`config.mk`:
```
export PLATFORM = sky130hd
export DESIGN_NAME = muldiv_sequencer
export DESIGN_NICKNAME = d
export VERILOG_FILES = /design/src/rtl/muldiv_pkg.sv /design/src/rtl/muldiv_sign_fix.sv /design/src/rtl/muldiv_sequencer.sv
export SDC_FILE = /design/constraint.sdc
export NUM_CORES = 1
export LEC_CHECK = 0
export CAP_MARGIN = 40
export CORE_UTILIZATION = 50
export DETAILED_ROUTE_END_ITERATION = 12
export GPL_ROUTABILITY_DRIVEN = 0
export GPL_TIMING_DRIVEN = 0
export PLACE_DENSITY_LB_ADDON = 0.3
export SLEW_MARGIN = 25
export SYNTH_ARGS = -nofsm -noshare
export SYNTH_HDL_FRONTEND = slang
export SYNTH_SLANG_ARGS = --single-unit
```
`constraint.sdc`:
```
create_clock -name i_clk -period 2.08 [get_ports i_clk]
set_input_delay 0.312 -clock i_clk [delete_from_list [all_inputs] [get_ports i_clk]]
set_output_delay 0.312 -clock i_clk [all_outputs]
set_load 0.02 [all_outputs]
```
`src/rtl/muldiv_pkg.sv`:
```
// Shared encodings for the EX-stage multiply/divide sequencer: FSM states, op codes, adder op codes, default width.
package muldiv_pkg;

    localparam int MULDIV_WIDTH = 32;

    localparam logic [1:0] ST_IDLE = 2'd0;
    localparam logic [1:0] ST_ITER = 2'd1;
    localparam logic [1:0] ST_FIX  = 2'd2;
    localparam logic [1:0] ST_DONE = 2'd3;

    localparam logic OP_MUL = 1'b0;
    localparam logic OP_DIV = 1'b1;

    localparam logic ADD_OP_ADD = 1'b0;
    localparam logic ADD_OP_SUB = 1'b1;

endpackage

```
`src/rtl/muldiv_sign_fix.sv`:
```
// Combinational two's-complement negation of a HI/LO pair: each half on its own, or the pair as one 2xWIDTH value.
// Only built when MULDIV_SIGNED_EN is defined; used for magnitude capture and for the final sign fix-up.
module muldiv_sign_fix
    import muldiv_pkg::*;
#(
    parameter int WIDTH = MULDIV_WIDTH
) (
    input  logic [WIDTH-1:0] i_hi,
    input  logic [WIDTH-1:0] i_lo,
    input  logic             i_neg_hi,
    input  logic             i_neg_lo,
    input  logic             i_wide,
    output logic [WIDTH-1:0] o_hi,
    output logic [WIDTH-1:0] o_lo
);

    logic [2*WIDTH-1:0] wide_neg;

    always_comb begin
        wide_neg = ~{i_hi, i_lo} + (2*WIDTH)'(1);
        o_hi     = i_neg_hi ? (~i_hi + WIDTH'(1)) : i_hi;
        o_lo     = i_neg_lo ? (~i_lo + WIDTH'(1)) : i_lo;
        // In wide mode the borrow must ripple from LO into HI, so i_neg_lo governs the whole pair.
        if (i_wide && i_neg_lo) begin
            {o_hi, o_lo} = wide_neg;
        end
    end

endmodule

```
`src/rtl/muldiv_sequencer.sv`:
```
// MULT/MULTU/DIV/DIVU sequencer sharing the EX adder: one radix-2 step per cycle, done 34 cycles after accept (WIDTH=32).
// o_busy stalls the pipe from accept+1 through DONE; signed support only when MULDIV_SIGNED_EN is defined.
module muldiv_sequencer
    import muldiv_pkg::*;
#(
    parameter int WIDTH = MULDIV_WIDTH
) (
    input  logic             i_clk,
    input  logic             i_rst,
    input  logic             i_start,
    input  logic             i_op,
    input  logic             i_signed,
    input  logic             i_flush,
    input  logic [WIDTH-1:0] i_A,
    input  logic [WIDTH-1:0] i_B,
    output logic [WIDTH-1:0] o_add_a,
    output logic [WIDTH-1:0] o_add_b,
    output logic             o_add_op,
    input  logic [WIDTH:0]   i_add_res,
    output logic             o_busy,
    output logic             o_done,
    output logic             o_div_by_zero,
    output logic [WIDTH-1:0] o_hi,
    output logic [WIDTH-1:0] o_lo
);

    localparam int CW = $clog2(WIDTH);

    logic [1:0]       state_q, state_d;
    logic [CW-1:0]    cnt_q, cnt_d;
    logic [WIDTH-1:0] acc_q, acc_d;   // product high half / partial remainder
    logic [WIDTH-1:0] low_q, low_d;   // multiplier then product low half / dividend then quotient
    logic [WIDTH-1:0] opb_q, opb_d;   // multiplicand / divisor magnitude
    logic             op_q, op_d;
    logic             zero_q, zero_d;
    logic             dbz_q, dbz_d;
    logic [WIDTH-1:0] hi_q, hi_d;
    logic [WIDTH-1:0] lo_q, lo_d;

    logic             accept;
    logic [WIDTH-1:0] mag_a, mag_b;
    logic [WIDTH-1:0] fix_hi, fix_lo;
    logic [WIDTH-1:0] div_shift;

    assign accept = (state_q == ST_IDLE) && i_start && !i_flush;

`ifdef MULDIV_SIGNED_EN
    logic sign_a, sign_b;
    logic neg_hi_q, neg_hi_d;
    logic neg_lo_q, neg_lo_d;

    assign sign_a = i_signed & i_A[WIDTH-1];
    assign sign_b = i_signed & i_B[WIDTH-1];

    // MIPS rules: quotient sign is sA^sB, remainder follows the dividend.
    always_comb begin
        neg_hi_d = neg_hi_q;
        neg_lo_d = neg_lo_q;
        if (accept) begin
            neg_lo_d = sign_a ^ sign_b;
            neg_hi_d = (i_op == OP_MUL) ? (sign_a ^ sign_b) : sign_a;
        end
    end

    always_ff @(posedge i_clk) begin
        if (i_rst) begin
            neg_hi_q <= 1'b0;
            neg_lo_q <= 1'b0;
        end else begin
            neg_hi_q <= neg_hi_d;
            neg_lo_q <= neg_lo_d;
        end
    end

    muldiv_sign_fix #(.WIDTH(WIDTH)) u_capture (
        .i_hi     (i_A),
        .i_lo     (i_B),
        .i_neg_hi (sign_a),
        .i_neg_lo (sign_b),
        .i_wide   (1'b0),
        .o_hi     (mag_a),
        .o_lo     (mag_b)
    );

    muldiv_sign_fix #(.WIDTH(WIDTH)) u_fix (
        .i_hi     (acc_q),
        .i_lo     (low_q),
        .i_neg_hi (neg_hi_q),
        .i_neg_lo (neg_lo_q),
        .i_wide   (op_q == OP_MUL),
        .o_hi     (fix_hi),
        .o_lo     (fix_lo)
    );
`else
    logic unused_signed;
    assign unused_signed = i_signed;
    assign mag_a  = i_A;
    assign mag_b  = i_B;
    assign fix_hi = acc_q;
    assign fix_lo = low_q;
`endif

    assign div_shift = {acc_q[WIDTH-2:0], low_q[WIDTH-1]};

    always_comb begin
        state_d  = state_q;
        cnt_d    = cnt_q;
        acc_d    = acc_q;
        low_d    = low_q;
        opb_d    = opb_q;
        op_d     = op_q;
        zero_d   = zero_q;
        dbz_d    = dbz_q;
        hi_d     = hi_q;
        lo_d     = lo_q;
        o_add_a  = '0;
        o_add_b  = '0;
        o_add_op = ADD_OP_ADD;

        case (state_q)
            ST_IDLE: begin
                if (accept) begin
                    state_d = ST_ITER;
                    cnt_d   = '0;
                    acc_d   = '0;
                    op_d    = i_op;
                    dbz_d   = 1'b0;
                    zero_d  = (i_op == OP_DIV) && (i_B == '0);
                    low_d   = (i_op == OP_MUL) ? mag_b : mag_a;
                    opb_d   = (i_op == OP_MUL) ? mag_a : mag_b;
                end
            end
            ST_ITER: begin
                if (op_q == OP_MUL) begin
                    o_add_a  = acc_q;
                    o_add_b  = opb_q;
                    o_add_op = ADD_OP_ADD;
                    if (low_q[0]) begin
                        {acc_d, low_d} = {i_add_res, low_q[WIDTH-1:1]};
                    end else begin
                        {acc_d, low_d} = {1'b0, acc_q, low_q[WIDTH-1:1]};
                    end
                end else begin
                    o_add_a  = div_shift;
                    o_add_b  = opb_q;
                    o_add_op = ADD_OP_SUB;
                    // Carry out of a - b means no borrow: the divisor fits.
                    if (i_add_res[WIDTH]) begin
                        acc_d = i_add_res[WIDTH-1:0];
                        low_d = {low_q[WIDTH-2:0], 1'b1};
                    end else begin
                        acc_d = div_shift;
                        low_d = {low_q[WIDTH-2:0], 1'b0};
                    end
                end
                cnt_d = cnt_q + CW'(1);
                if (cnt_q == CW'(WIDTH - 1)) begin
                    state_d = ST_FIX;
                end
            end
            ST_FIX: begin
                state_d = ST_DONE;
                hi_d    = fix_hi;
                lo_d    = fix_lo;
                dbz_d   = zero_q;
            end
            default: begin
                state_d = ST_IDLE;
            end
        endcase

        if (i_flush && (state_q != ST_IDLE)) begin
            state_d = ST_IDLE;
            hi_d    = hi_q;
            lo_d    = lo_q;
            dbz_d   = dbz_q;
        end
    end

    always_ff @(posedge i_clk) begin
        if (i_rst) begin
            state_q <= ST_IDLE;
            cnt_q   <= '0;
            acc_q   <= '0;
            low_q   <= '0;
            opb_q   <= '0;
            op_q    <= OP_MUL;
            zero_q  <= 1'b0;
            dbz_q   <= 1'b0;
            hi_q    <= '0;
            lo_q    <= '0;
        end else begin
            state_q <= state_d;
            cnt_q   <= cnt_d;
            acc_q   <= acc_d;
            low_q   <= low_d;
            opb_q   <= opb_d;
            op_q    <= op_d;
            zero_q  <= zero_d;
            dbz_q   <= dbz_d;
            hi_q    <= hi_d;
            lo_q    <= lo_d;
        end
    end

    assign o_busy        = (state_q != ST_IDLE);
    assign o_done        = (state_q == ST_DONE);
    assign o_div_by_zero = dbz_q;
    assign o_hi          = hi_q;
    assign o_lo          = lo_q;

endmodule

```
[Word level (Yosys, flattened, before mapping)]
Index checks and enable logic that the tools add are counted.
Word-level totals
  input port bits: 103
  logic and storage cells: 58
  flip-flop bits (word level): 170
Operators by class
  add/subtract/negate cells: 1
  eq/ne operators: 6
  bitwise operators: 1
  multiplexer cells: 24
  reductions and logical operators: 16
Operators with widths (number)
  32-bit 2-to-1 mux: 12
  32-bit one-hot mux with 2 select lines: 2
  32-bit logical NOT: 1
  5-bit one-hot mux with 2 select lines: 1
  2-bit AND reduction: 4
  2-bit one-hot mux with 3 select lines: 1
  2-bit nonzero test: 3
  5-bit by 1-bit adder with 5-bit output (second input constant): 1
  5-bit equality test (second input constant): 1
  5-bit 2-to-1 mux: 1
  2-bit equality test (second input constant): 2
  1-bit logical AND: 4
  1-bit 2-to-1 mux: 4
  2-bit 2-to-1 mux: 2
  2-bit inequality test (second input constant): 2
  3-bit AND reduction: 1
  2-bit by 1-bit equality test with 1-bit output (second input constant): 1
  2-bit logical NOT: 1
  1-bit one-hot mux with 2 select lines: 1
  2-bit OR reduction: 1
  1-bit logical NOT: 1
  1-bit NOT: 1

[Longest topological paths before layout]
  word-level depth: 5
  mapped depth: 9
  depth with buffers taken out: 7

[Worst setup path before layout]
OpenSTA, ideal clock, no wires.
  path kind: reg2out
  from: register state_q[1]
  to: output o_add_a[24]
  path buffers: 3
  data arrival time: 1.578 ns
  cell stages (with the launch flop): 7
  path slack: 0.190 ns
  cell sequence: dfxtp_1 -> inv_1 -> ha_1 -> buf_2 -> clkbuf_1 -> clkbuf_1 -> nor2b_1
On the way
  word-level cells in the longest chain between the ends: 2
Ends and longest elaborated chain
  start, declared: RTL line muldiv_sequencer.sv:29  | logic [1:0] state_q, state_d;
  start signal, assigned: RTL line muldiv_sequencer.sv:193  | state_q <= state_d;
  2-bit by 1-bit equality test with 1-bit output: RTL line muldiv_sequencer.sv:120  | case (state_q)
  32-bit 2-to-1 mux: RTL line muldiv_sequencer.sv:120
  end, declared: RTL line muldiv_sequencer.sv:16  | output logic [WIDTH-1:0] o_add_a,
Every way passes these cells.

[Worst setup path after layout]
  from: register state_q[1]
  to: output o_add_a[28]
Same word-level chain as after synthesis.

==> metrics list <==
- Worst path most repeated cell: sky130_fd_sc_hd__clkbuf_16
* Top cell type's share of synthesized area: a little under two fifths
* Number of storage elements in the synthesis netlist: 170
- Wire length of the first global-routing pass: 43.6 mm
* Share of post-route cells with drive strength above 1: 14.6%
- Maximum buffer depth of the clock tree: 2
- Number of optimization iterations in the first detailed-route pass: 7
* Setup WS post-layout: 0.0283 ns
* CP max FO: 6
- The most used flip-flop cell after synthesis is sky130_fd_sc_hd__dfxtp_1.
- Hold endpoint: fix_lo[0]$_SDFFE_PP0P_
* Cell variety after synth: 41
- In the global route stage, met2 resource usage came out at between 40% and 50%.
- Hold path startpoint: i_add_res[32]
- Entering global routing, the biggest net connects 20 pins.
- The path class of the tightest hold or removal check is primary input to flop.
- The critical path is of the flop to primary output type.
- Once the floorplan was initialized, standard cells occupied 51.1% of the core.
- The synthesized design contains 0 enable-type register cells.
- The die covers 18900 µm².
* Syn_nets: 1246
- The slowest stage of the critical path belongs to the cell sky130_fd_sc_hd__dfxtp_2.
- Averaged over all synthesized cells, the footprint is slightly above 8 µm².
* Final Routed Wirelength: 28.6 mm
* Count of nets after finishing: 1501
- Critical path startpoint category: flop
* Most congested layer reported by global routing: met2
- Area Overhead vs Synth: 37.0%
* Type of element capturing the critical path: primary output
- For met3 alone, demand over resource in global routing was 5.81%.
* Biggest area contributors in the synthesized netlist: sky130_fd_sc_hd__dfxtp_1 37%, sky130_fd_sc_hd__mux2i_1 18%, sky130_fd_sc_hd__nand2_1 11%, sky130_fd_sc_hd__a21oi_1 7.1%, sky130_fd_sc_hd__a211oi_1 5.1%
* Largest stage delay on the critical path: 0.33 ns
* # Max-Cap Violations: 0
- Along the worst hold path, the cell count comes to 4.
- Cell count after synthesis: around 1100
* Clock-pin slew reported for the worst setup and hold paths after clock tree synthesis: 0.06 ns
- Clock latency on the worst-skew pair, taken at its later pin, is between 0.4 and 0.5 ns.
- RSZ-0062 raised after global routing: true
- Depth of the CTS H-tree: 4
- Across the routed clock network, the largest skew measured is 0.00907 ns.
- Die W: 138 µm
- Placement-stage worst setup slack: -0.866 ns
- Reg-to-reg slack, setup: 0.12 ns
- In the finished design, the share of the clock period the worst path needs comes to a little over nine tenths.
* DR WL/cell: 17.5 µm
* Core Region: 18000 µm²
* Die H: 138 µm
* Number of vias after detailed routing: 9097
- For this run, the share of the core covered by cells in the final layout is 70.1%.
- During synthesis, Yosys emitted a total of 0 warnings.
* Final setup violation count: 0
- The critical path goes through inv_2 > ha_4 > buf_8 > clkbuf_16 > clkbuf_16 > nor2b_2 > buf_6.
- Max Fclk: slightly below 500 MHz
- Number of nets still failing antenna checks after routing: 0
- Together, buffers and inverters on the worst path number 5.
* Num CTS Buffers: 17
- The initialized floorplan defines 49 standard-cell rows.
- The endpoint identified for the worst register-to-register timing path is o_hi[19]$_SDFFE_PP0P_.
- DR vias/cell: 5.57
- Cell Area, Synth: approximately 9200 µm²
* TritonCTS clock tree: built
- The run finished with clean final reports.
* Leakage power of the design: 4.59 nW
* Total GRT Usage: between 20 and 30%
* Slew at the pin with the worst max-slew slack: 0.801 ns
- Proportion of synthesized chip area in sequential cells: a little under two fifths
- The number of hold-slack violations in the final timing report was 0.
- Final Critical Period: 2.05 ns
* Signal arrival time at the worst endpoint: 1.74 ns
* Worst ir drop on vdd: roughly 0.66 mV
* Diodes inserted: 0
* Normalized max-slew margin: 46.6%
- Pwr dens: 656 nW/µm²
* Reg-to-reg startpoint: state_q[0]$_SDFFE_PP0P_
* Remaining Overflow, GRT: 0
* Number of global-route vias before repair: 8581
- Met1 layer usage reported by global route: 37.8%
- Boundary pin count: roughly 240
- Detailed placement finished with a half-perimeter wire length of between 20 and 25 mm.
- Most repeated cell in the gate-level netlist after synthesis: sky130_fd_sc_hd__nand2_1
- The initial antenna violation count was 0.
- After filler insertion, the fill cell instance count of the layout stands at between 1000 and 1500.
- Share of flip-flops with an asynchronous set or reset after synthesis: 0%
- The number of cells on the worst reg-to-reg path is 9.
* Count of unresolved DRC violations after routing: 0
* Most frequent cells after synthesis: 257 x sky130_fd_sc_hd__nand2_1, 170 x sky130_fd_sc_hd__dfxtp_1, 161 x sky130_fd_sc_hd__mux2i_1, 131 x sky130_fd_sc_hd__a21oi_1, 66 x sky130_fd_sc_hd__nor2b_1
* CTS Root Cell: sky130_fd_sc_hd__clkbuf_16
* Sink Count: between 150 and 200
- The first routing iteration left 608 violations.
- Hold Buf Count CTS: 0
- Of all cell types, the one taking the most synthesized area is sky130_fd_sc_hd__dfxtp_1.
* Req. time, crit path: 1.77 ns
- Port Buf Inserts: 230
- The final-report max-slew violation count was 0.
- In this design, the largest share of critical-path delay is due to buffers and inverters.
state kept, by name, indices dropped and copies added (netlist names):
| signal | cells |
|---|---|
| cnt_q | 5 |
| o_div_by_zero | 1 |
| o_lo | 32 |
| opb_q | 32 |
| acc_q | 32 |
| fix_lo | 32 |
| zero_q | 1 |
| state_q | 2 |
| op_q | 1 |
| o_hi | 32 |
area by class of cell:
class                   count  area (µm²)  share of cell area (%)
clock inverters            14         135                    1.07
clock buffers              18         439                    3.49
well taps                 229         287                    2.28
inverters                   4        15.0                   0.119
repair buffers            238        2270                    18.0
multi-input cells         859        5380                    42.8
flip-flops and latches    170        3410                    27.1
plain buffers             101         649                    5.16
worst register-to-register path, cell delays in order, from the launching register on:
cell and delay (ns):
sky130_fd_sc_hd__dfxtp_4 0.36, sky130_fd_sc_hd__inv_1 0.10, sky130_fd_sc_hd__ha_1 0.15, sky130_fd_sc_hd__buf_4 0.16, sky130_fd_sc_hd__nor2b_2 0.07, sky130_fd_sc_hd__nor2b_1 0.09, sky130_fd_sc_hd__buf_2 0.27, sky130_fd_sc_hd__clkbuf_1 0.42
sky130_fd_sc_hd__nand2_1 0.12, sky130_fd_sc_hd__a21oi_1 0.15
where the power goes:
group | switching, mW | internal [mW] | leakage (nW)
Combinational | 0.882 | 0.735 | 2.93
Clock | 1.45 | 1.71 | 0.283
Sequential | 0.103 | 3.38 | 1.38
placed cells by master (no fill, tap or decap), types with 6 or more instances in the layout:
cell type                           n
sky130_fd_sc_hd__nand2_1          257
sky130_fd_sc_hd__a211o_1           31
sky130_fd_sc_hd__buf_2             45
sky130_fd_sc_hd__inv_6              7
sky130_fd_sc_hd__clkbuf_4          10
sky130_fd_sc_hd__and2_1            25
sky130_fd_sc_hd__clkbuf_2           9
sky130_fd_sc_hd__nor2_1            39
sky130_fd_sc_hd__clkbuf_1          32
sky130_fd_sc_hd__nor4_1             6
sky130_fd_sc_hd__clkdlybuf4s50_1  164
sky130_fd_sc_hd__a211oi_1          63
sky130_fd_sc_hd__clkbuf_16         20
sky130_fd_sc_hd__mux2i_1          159
sky130_fd_sc_hd__dfxtp_1          168
sky130_fd_sc_hd__nand3_1           33
sky130_fd_sc_hd__and2_4             8
sky130_fd_sc_hd__nor2b_2           12
sky130_fd_sc_hd__clkdlybuf4s15_2    7
sky130_fd_sc_hd__nor2b_1           52
sky130_fd_sc_hd__buf_6             29
sky130_fd_sc_hd__ha_1               6
sky130_fd_sc_hd__buf_4             30
sky130_fd_sc_hd__a21oi_1          131
repair_timing:
action / 4_1_cts / 5_1_grt
endpoints found under the hold margin: 0 / 0
gates resized for setup: 332 / 74
gates cloned: 0 / 3
setup buffers: 5 / 0
setup endpoints to repair: 76 / 151
per-stage QoR:
stage	instance area [µm²]	std cells	TNS, ns	hold slack [ns]	power [mW]
final	12600	1633	0	0.449	8.26
after global routing	12600	1633	-0.0504	0.477	8.51
after CTS	12400	1630	-0.0387	0.449	8.18
after detailed placement	11800	1595	-45.84	0.447	5.02
after global placement	11800	1595	-44.13	0.444	4.99
after floorplan	9190	1136	0	0.452	4.45
layer usage:
metal  share of wire (%)  wire, µm  vias up
met3                 8.3      2380       46
met4                 2.2       628        0
met2                  47     13400      363
li1                    -         -     4451
met1                  42     12100     4237
met5                   0         0        -
kinds of logic after synthesis:
group	share of synthesized area, %
adder cells (fa/ha/maj)	0.954
AO/OA/AOI/OAI	16.5
multiplexers	17.7
AND/OR/NAND/NOR	22.5
flip-flops	37.1
buffers and inverters	5.34
worst max-delay path by stage:
stage          cells past startpoint               startpoint          end
2_1_floorplan                      6  state_q[1]$_SDFFE_PP0P_  o_add_a[24]
3_3_place_gp                       7  state_q[1]$_SDFFE_PP0P_  o_add_a[30]
3_5_place_dp                       7  state_q[1]$_SDFFE_PP0P_  o_add_a[29]
4_1_cts                            7  state_q[1]$_SDFFE_PP0P_  o_add_a[29]
5_1_grt                            7  state_q[1]$_SDFFE_PP0P_  o_add_a[28]
6_report                           7  state_q[1]$_SDFFE_PP0P_  o_add_a[28]
(Power assumes the default switching activity.)
